<file path="config.mk">
export PLATFORM = sky130hd
export DESIGN_NAME = scfifo_nibble_packer
export DESIGN_NICKNAME = d
export VERILOG_FILES = /design/src/rtl/scfifo_nibble_packer_pkg.sv /design/src/rtl/scfifo_nibble_packer_out_slot.sv /design/src/rtl/scfifo_nibble_packer.sv
export SDC_FILE = /design/constraint.sdc
export NUM_CORES = 1
export LEC_CHECK = 0
export BUFFER_PORTS_ARGS = -buffer_cell sky130_fd_sc_hd__clkbuf_2
export CAP_MARGIN = 20
export CORE_MARGIN = 2
export CORE_UTILIZATION = 58
export DETAILED_ROUTE_END_ITERATION = 12
export PLACE_DENSITY = 0.8
export SKIP_CTS_REPAIR_TIMING = 1
export SYNTH_ARGS = -nofsm -noshare
export SYNTH_HDL_FRONTEND = slang
export SYNTH_SLANG_ARGS = --single-unit
</file>
<file path="constraint.sdc">
create_clock -name clk -period 3.4 [get_ports clk]
set_clock_uncertainty 0.2 [all_clocks]
set_input_delay 0.51 -clock clk [delete_from_list [all_inputs] [get_ports clk]]
set_output_delay 0.51 -clock clk [all_outputs]
set_load 0.01 [all_outputs]
</file>
<file path="src/rtl/scfifo_nibble_packer_pkg.sv">
// Shared definitions for the SCFIFO nibble packer.
// Holds the default geometry, a constant log2 helper, and the encoding of
// the per-cycle assembly-buffer action that the top-level control decodes.
package scfifo_nibble_packer_pkg;

  localparam int unsigned DEF_DATA_W = 4;
  localparam int unsigned DEF_N      = 2;

  // Ceiling log2 for constant width derivation; clog2(1) = 0.
  function automatic int unsigned clog2(input int unsigned value);
    int unsigned result;
    result = 0;
    for (int i = 0; i < 32; i++) begin
      if ((longint'(1) << i) < longint'(value)) begin
        result = 32'(i + 1);
      end
    end
    return result;
  endfunction

  // What the assembly buffer does in a given cycle.
  typedef enum logic [2:0] {
    ACT_IDLE,        // nothing lands, nothing leaves
    ACT_LAND,        // fifo_data appended, word not yet handed off
    ACT_LAND_LOAD,   // fifo_data completes the word and goes straight to the slot
    ACT_STALL_LOAD,  // previously completed word finally moves to the slot
    ACT_FLUSH_LOAD,  // partial word moves to the slot, flush completes
    ACT_FLUSH_CLR    // flush with nothing buffered, just retire it
  } asm_act_e;

endpackage

</file>
<file path="src/rtl/scfifo_nibble_packer_out_slot.sv">
// One-entry output register for the nibble packer.
// Ports:
//   clk, reset_n        clock, async active-low reset
//   load                load load_data/load_cnt this cycle (only while slot_free)
//   load_data, load_cnt packed word and its valid entry count
//   out_ready           consumer accepts when out_valid & out_ready
//   out_data, out_cnt   registered word presented downstream
//   out_valid           registered valid
//   slot_free           slot can take a new word at the coming edge
module packer_out_slot #(
  parameter int unsigned OUT_W = 8,
  parameter int unsigned CNT_W = 2
) (
  input  logic             clk,
  input  logic             reset_n,
  input  logic             load,
  input  logic [OUT_W-1:0] load_data,
  input  logic [CNT_W-1:0] load_cnt,
  input  logic             out_ready,
  output logic [OUT_W-1:0] out_data,
  output logic [CNT_W-1:0] out_cnt,
  output logic             out_valid,
  output logic             slot_free
);

  // Empty, or emptying at this edge because the consumer accepts.
  assign slot_free = ~out_valid | out_ready;

  // Load wins over accept so back-to-back words keep out_valid high;
  // with neither, data and count hold.
  always_ff @(posedge clk or negedge reset_n) begin
    if (!reset_n) begin
      out_data  <= '0;
      out_cnt   <= '0;
      out_valid <= 1'b0;
    end else if (load) begin
      out_data  <= load_data;
      out_cnt   <= load_cnt;
      out_valid <= 1'b1;
    end else if (out_ready) begin
      out_valid <= 1'b0;
    end
  end

endmodule

</file>
<file path="src/rtl/scfifo_nibble_packer.sv">
// Drains an SCFIFO and packs N consecutive DATA_W-bit entries into one
// OUT_W-bit word (first entry in the LSBs), with a flush that emits a
// partial word.
// Ports:
//   clk, reset_n      clock, async active-low reset
//   fifo_empty        SCFIFO empty flag
//   fifo_rd           SCFIFO read strobe (combinational)
//   fifo_data         SCFIFO read data, valid the cycle after a sampled read
//   out_data/out_cnt  packed word and its number of valid entries
//   out_valid         out_data/out_cnt valid
//   out_ready         consumer accept
//   flush             single-cycle request to emit any partial word
//   busy              entries held, read in flight, output or flush pending
module scfifo_nibble_packer
  import scfifo_nibble_packer_pkg::*;
#(
  parameter  int unsigned DATA_W = DEF_DATA_W,
  parameter  int unsigned N      = DEF_N,
  localparam int unsigned OUT_W  = DATA_W * N,
  localparam int unsigned CNT_W  = clog2(N + 1)
) (
  input  logic              clk,
  input  logic              reset_n,
  input  logic              fifo_empty,
  output logic              fifo_rd,
  input  logic [DATA_W-1:0] fifo_data,
  output logic [OUT_W-1:0]  out_data,
  output logic [CNT_W-1:0]  out_cnt,
  output logic              out_valid,
  input  logic              out_ready,
  input  logic              flush,
  output logic              busy
);

  localparam logic [CNT_W-1:0] N_CNT  = CNT_W'(N);
  localparam logic [CNT_W-1:0] N_LAST = CNT_W'(N - 1);
  localparam logic [CNT_W:0]   N_OCC  = (CNT_W + 1)'(N);

  logic [OUT_W-1:0] asm_q, asm_d, asm_ins;
  logic [CNT_W-1:0] asm_cnt_q, asm_cnt_d;
  logic             rd_pend_q;
  logic             flush_req_q, flush_req_d;
  logic [CNT_W:0]   occ;
  logic             slot_free;
  logic             load;
  logic [OUT_W-1:0] load_data;
  logic [CNT_W-1:0] load_cnt;
  asm_act_e         act;

  // Entries owned by the packer, counting the one still in flight.
  assign occ = {1'b0, asm_cnt_q} + (CNT_W + 1)'(rd_pend_q);

  // Issue a read only if its entry will have somewhere to land; at
  // occ == N that room comes from the full word leaving this cycle.
  assign fifo_rd = reset_n & ~fifo_empty & ~flush_req_q &
                   ((occ < N_OCC) | ((occ == N_OCC) & slot_free));

  assign busy = (asm_cnt_q != '0) | rd_pend_q | out_valid | flush_req_q;

  // Buffer with the landing entry inserted at the next free position.
  always_comb begin
    asm_ins = asm_q;
    for (int unsigned i = 0; i < N; i++) begin
      if (asm_cnt_q == CNT_W'(i)) begin
        asm_ins[i*DATA_W +: DATA_W] = fifo_data;
      end
    end
  end

  // Decide this cycle's buffer action. A landing entry always takes
  // priority; a flush is only serviced once no read is in flight.
  always_comb begin
    act = ACT_IDLE;
    if (rd_pend_q) begin
      if ((asm_cnt_q == N_LAST) && slot_free) begin
        act = ACT_LAND_LOAD;
      end else begin
        act = ACT_LAND;
      end
    end else if (asm_cnt_q == N_CNT) begin
      if (slot_free) begin
        act = ACT_STALL_LOAD;
      end
    end else if (flush_req_q) begin
      if (asm_cnt_q == '0) begin
        act = ACT_FLUSH_CLR;
      end else if (slot_free) begin
        act = ACT_FLUSH_LOAD;
      end
    end
  end

  // Next-state and slot-load values for the chosen action.
  always_comb begin
    asm_d       = asm_q;
    asm_cnt_d   = asm_cnt_q;
    flush_req_d = flush_req_q | flush;
    load        = 1'b0;
    load_data   = asm_q;
    load_cnt    = asm_cnt_q;
    unique case (act)
      ACT_LAND: begin
        asm_d     = asm_ins;
        asm_cnt_d = asm_cnt_q + CNT_W'(1);
      end
      ACT_LAND_LOAD: begin
        load      = 1'b1;
        load_data = asm_ins;
        load_cnt  = N_CNT;
        asm_d     = '0;
        asm_cnt_d = '0;
      end
      ACT_STALL_LOAD: begin
        load      = 1'b1;
        load_cnt  = N_CNT;
        asm_d     = '0;
        asm_cnt_d = '0;
      end
      ACT_FLUSH_LOAD: begin
        // Unused high entries are already zero because the buffer is
        // cleared every time it empties.
        load        = 1'b1;
        asm_d       = '0;
        asm_cnt_d   = '0;
        flush_req_d = 1'b0;
      end
      ACT_FLUSH_CLR: begin
        asm_d       = '0;
        asm_cnt_d   = '0;
        flush_req_d = 1'b0;
      end
      default: begin
      end
    endcase
  end

  // Control state registers.
  always_ff @(posedge clk or negedge reset_n) begin
    if (!reset_n) begin
      asm_q       <= '0;
      asm_cnt_q   <= '0;
      rd_pend_q   <= 1'b0;
      flush_req_q <= 1'b0;
    end else begin
      asm_q       <= asm_d;
      asm_cnt_q   <= asm_cnt_d;
      rd_pend_q   <= fifo_rd;
      flush_req_q <= flush_req_d;
    end
  end

  packer_out_slot #(
    .OUT_W (OUT_W),
    .CNT_W (CNT_W)
  ) u_out_slot (
    .clk       (clk),
    .reset_n   (reset_n),
    .load      (load),
    .load_data (load_data),
    .load_cnt  (load_cnt),
    .out_ready (out_ready),
    .out_data  (out_data),
    .out_cnt   (out_cnt),
    .out_valid (out_valid),
    .slot_free (slot_free)
  );

endmodule

</file>
### Word-level counts from Yosys, hierarchy flattened

Cells that the tools add are included.

* mux-type cells: 17
* $lt $le $gt $ge: 1
* reductions and logical operators: 9
* add/subtract/negate cells: 2
* bitwise gates (word level): 13
* equal/unequal tests: 8

Operator list (number)
* $pmux 8 s2: 1
* $mux 3: 5
* $eq 3x2->1 const B: 3
* $mux 4: 2
* $mux 8: 1
* $eq 3x3->1 const B: 2
* $mux 2: 3
* $or 1x1->1: 6
* $reduce_bool 2->1: 3
* $and 1x1->1: 4
* $mux 1: 4
* $pmux 2 s2: 1
* $reduce_or 2->1: 2
* $reduce_or 4->1: 1
* $add 2x1->3: 1
* $eq 3x1->1 const B: 1
* $lt 3x2->1 const B: 1
* $not 1->1: 3
* $reduce_or 3->1: 1
* $add 2x1->2 const B: 1
* $eq 2x1->1 const B: 1
* $eq 2x2->1 const B: 1
* $logic_not 2->1: 1
* $logic_and 1x1->1: 1

* bits in registers: 23
* output and inout port bits: 13
* logic and storage cells: 57
* input bits: 9

### Longest topological paths before layout

* depth after elaboration: 11
* gate-level depth with buffers: 9
* gate-level depth less buffers: 7

### Hierarchy

From an unflattened synthesis, not the netlist that was laid out.

* cell total of the unflattened synthesis: 123
* area, all modules: 1367.6 um^2

By module, submodules not included
* scfifo_nibble_packer: area an instance 922.1 um^2, seq. area each 300.3 um^2, cells an instance 99, times used 1
* packer_out_slot: area an instance 445.4 um^2, seq. area each 275.3 um^2, cells an instance 24, times used 1

### Least setup slack after synthesis

Ideal clock, no wire load.

* path kind: register -> output
* start point: reg rd_pend_q
* end point: out fifo_rd
* path buffers: 0
* cell stages (with the launch flop): 6
* arrival time: 1.534 ns
* setup slack: 1.156 ns
* data required time: 2.690 ns
* cell sequence: dfrtp_1 ha_1 ha_1 nor3_1 a21oi_1 nor4b_1

* longest elaborated chain between the ends: 5
* elaborated cells on any way between the ends: 6
* classes of those cells: 1 x add/sub; 1 x order compare; 1 x eq/ne; 3 x bitwise

RTL lines
* from (decl): line scfifo_nibble_packer.sv:41 `logic rd_pend_q;`
* from (signal assigned): line scfifo_nibble_packer.sv:147 `rd_pend_q <= fifo_rd;`
* $add 2x1->3 (*): line scfifo_nibble_packer.sv:51 `assign occ = {1'b0, asm_cnt_q} + (CNT_W + 1)'(rd_pend_q);`
* branches (longest 2 deep; another with $lt 3x2->1)
* $or 1x1->1 (*): line scfifo_nibble_packer.sv:56 `((occ < N_OCC) | ((occ == N_OCC) & slot_free));`
* $and 1x1->1 (*): line scfifo_nibble_packer.sv:55 `assign fifo_rd = reset_n & ~fifo_empty & ~flush_req_q &`
* to (decl): line scfifo_nibble_packer.sv:25 `output logic fifo_rd,`

Mark *: on every way between the ends.

### Worst setup path after layout

Same ends and word-level chain as after synthesis.

==> results.py <==
metrics = {
    "sta": {
        "min_period_ns": 2.74,
        "hold_viol": 0,
        "slew_headroom_pct": 50.4,
        "rsz0062_at_grt": "no",
        "fin_crit_sh_pct": 80.6,
        "tightest_slew_ns": 0.744,
        "drv_slew": 0,
        "fin_setup_tns_ns": 0,
        "report.final.setup_viol": 0,
        "max_freq_ghz": 0.365,
    },
    "cts": {
        "clk_pin_slew_ns": 0.13,
        "cts_htree_levels": 1,
        "numCtsBuffers": 3,
        "clk_latency_ns": 0.32,
        "clock-sinks": 23,
        "cts_max_path_buffers": 2,
        "cts-root-buf": "clkbuf_4",
        "cts_tree": "yes",
    },
    "cells_and_area": {
        "mostFrequentLayoutCell": "dfrtp_1",
        "nFillCells": 146,
        "multi_input_area_um2": 637,
        "area_growth_pct": 12.4,
        "regArea_um2": 576,
        "postLayoutCellArea_um2": 1420,
        "finish.net_count": 154,
        "n_antenna_cell": 0,
        "drive_gt1_share_pct": 29.2,
        "most-common-layout-cells": "dfrtp_1 (23), clkbuf_2 (21), a21oi_1 (12)",
        "final_core_util_pct": 70.9,
    },
    "setup_path": {
        "cp_cell_sequence": "ha_1, ha_1, nor3_1, a21oi_1, nor4b_1, clkbuf_2",
        "end_kind": "output pin",
        "path_class": "flip-flop to output pin",
        "slowest_stage": "dfrtp_1",
        "cp.required_ns": 2.69,
        "cp_max_fo": 6,
        "crit_arrival_ns": 2.03,
        "crit_top_cell": "ha_1",
        "critPathMaxStageDelay_ns": 0.49,
        "start_kind": "flip-flop",
        "path_delay_family": "flip-flops",
        "crit_buf_inv": 1,
    },
    "detailed_routing": {
        "ant_nets": 0,
        "vias": 977,
        "first_iter_violations": 23,
        "via_per_inst": 5.96,
        "dr.pass1.iters": 4,
        "wire_per_inst_um": 14.9,
        "wirelength_mm": 2.44,
        "drc": 0,
    },
    "placement": {
        "portBuffers": 21,
        "gp_congestion": 0.858,
        "dp_hpwl_mm": 1.85,
        "place_area_um2": 1380,
    },
    "global_route": {
        "grt_util_all_layers_pct": 22.0,
        "grt_max_degree": 24,
        "antenna_found_initial": 0,
        "grt-ovfl-total": 0,
        "grt_pass1_vias": 900,
        "grt_pass1_wl_mm": 4.15,
    },
    "floorplanning": {
        "floorplan.die_area_um2": 2570,
        "rows": 16,
        "die_width_um": 50.7,
        "core_um2": 2000,
        "die_h_um": 50.7,
        "io_pins": 22,
        "start_util_pct": 63.1,
    },
    "yosys": {
        "synth-seq-cells": 23,
        "syn_area_um2": 1260,
        "yosys.cell_types.count": 33,
        "syn_nets": 129,
        "synth_edf_count": 0,
        "yosys_most_used_dff": "dfrtp_1",
        "synth-seq-area-share_pct": 45.6,
        "synth_top_cells_by_area": "dfrtp_1 (46%), mux2i_1 (7.9%), ha_1 (6.9%)",
        "yosysTopAreaCell": "dfrtp_1",
        "yosys_warnings": 0,
        "synthArstFlopShare_pct": 100,
        "syn_avg_cell_area_um2": 11.2,
        "yosysTopAreaCellShare_pct": 45.6,
        "synthCells": 113,
    },
    "outcome": {
        "outcome": "finished clean",
    },
    "flow_run": {
        "cap_violations": 0,
    },
    "worst_hold_path": {
        "hold_path.class": "input port to flip-flop",
    },
    "pwr": {
        "power.density_nw_per_um2": 942,
        "leakagePower_nw": 0.692,
        "ir_worst_vdd_mv": 0.532,
        "total_power_mw": 1.34,
    },
}
## synthesized netlist by cell type (2+ instances only)
| master | count |
|---|---|
| a21oi_1 | 12 |
| a32o_1 | 8 |
| buf_6 | 2 |
| dfrtp_1 | 23 |
| ha_1 | 7 |
| inv_1 | 4 |
| inv_2 | 2 |
| mux2i_1 | 10 |
| nand2b_1 | 2 |
| nand3_1 | 3 |
| nor2_1 | 11 |
| nor2_2 | 2 |
| nor2b_1 | 2 |
| o21ai_0 | 4 |
| o21ai_2 | 2 |
| or2_2 | 2 |
## area by class of cell
class                      count  share of cell area [%]
clock buffer                   3                    1.59
clock inverter                 1                   0.353
inverter                       6                    1.59
multi-input combinational     81                    44.9
sequential                    23                    40.6
tap                           27                    2.38
timing repair buffer          23                    8.64
## worst reg2reg max path, cell delays in order, from the launching register on
cell	delay [ns]
dfrtp_1	0.47
inv_1	0.12
ha_1	0.37
nor2_4	0.18
nand2_2	0.07
a311oi_4	0.66
nor2_1	0.11
a21oi_1	0.14
## sequential cells by signal (all words and copies together) (netlist names)
register and flops:
flush_req_q 1, rd_pend_q 1, u_out_slot.out_valid 1, asm_cnt_q 2, asm_q 8, u_out_slot.out_data 8
u_out_slot.out_cnt 2
## cells by family after synthesis
group	Yosys count	synth area share (%)
flops	23	45.6
fa+ha+maj	7	6.94
mux	11	9.12
buf+inv	9	3.96
simple gates	31	13.7
compound gates	32	20.7
## routing by layer
metal	GRT usage, %	vias to the layer above	share of wire [%]
met5	0	-	0
met1	30.6	469	50
met2	34.6	37	42
met3	2.68	9	4.7
met4	9.46	0	3.2
li1	-	462	-
## where the power goes
group / switching (mW) / internal [mW]
logic: 0.425 / 0.310
registers: 0.0821 / 0.389
clock network: 0.0859 / 0.0441
total: 0.593 / 0.743
## final timing paths
check,startpoint,end,slack (ns),cells after the start
min reg2reg,asm_q[3],asm_q[3],0.31,1
min,fifo_empty,rd_pend_q,0.14,2
max reg2reg,asm_cnt_q[0],u_out_slot.out_data[5],1.01,7
max in group asynchronous,reset_n,asm_q[3],2.28,3
min in group asynchronous,reset_n,rd_pend_q,0.49,3
max,rd_pend_q,fifo_rd,0.66,6
## through the flow
stage | instances | hold slack [ns] | setup slack, ns
2_1_floorplan | 113 | 0.0144 | 1.16
4_1_cts | 163 | -0.0400 | 0.653
3_5_place_dp | 159 | 0.284 | 1.03
3_3_place_gp | 159 | 0.275 | 1.10
5_1_grt | 164 | 0.152 | 0.421
6_report | 164 | 0.138 | 0.658
(Power assumes the default switching activity.)
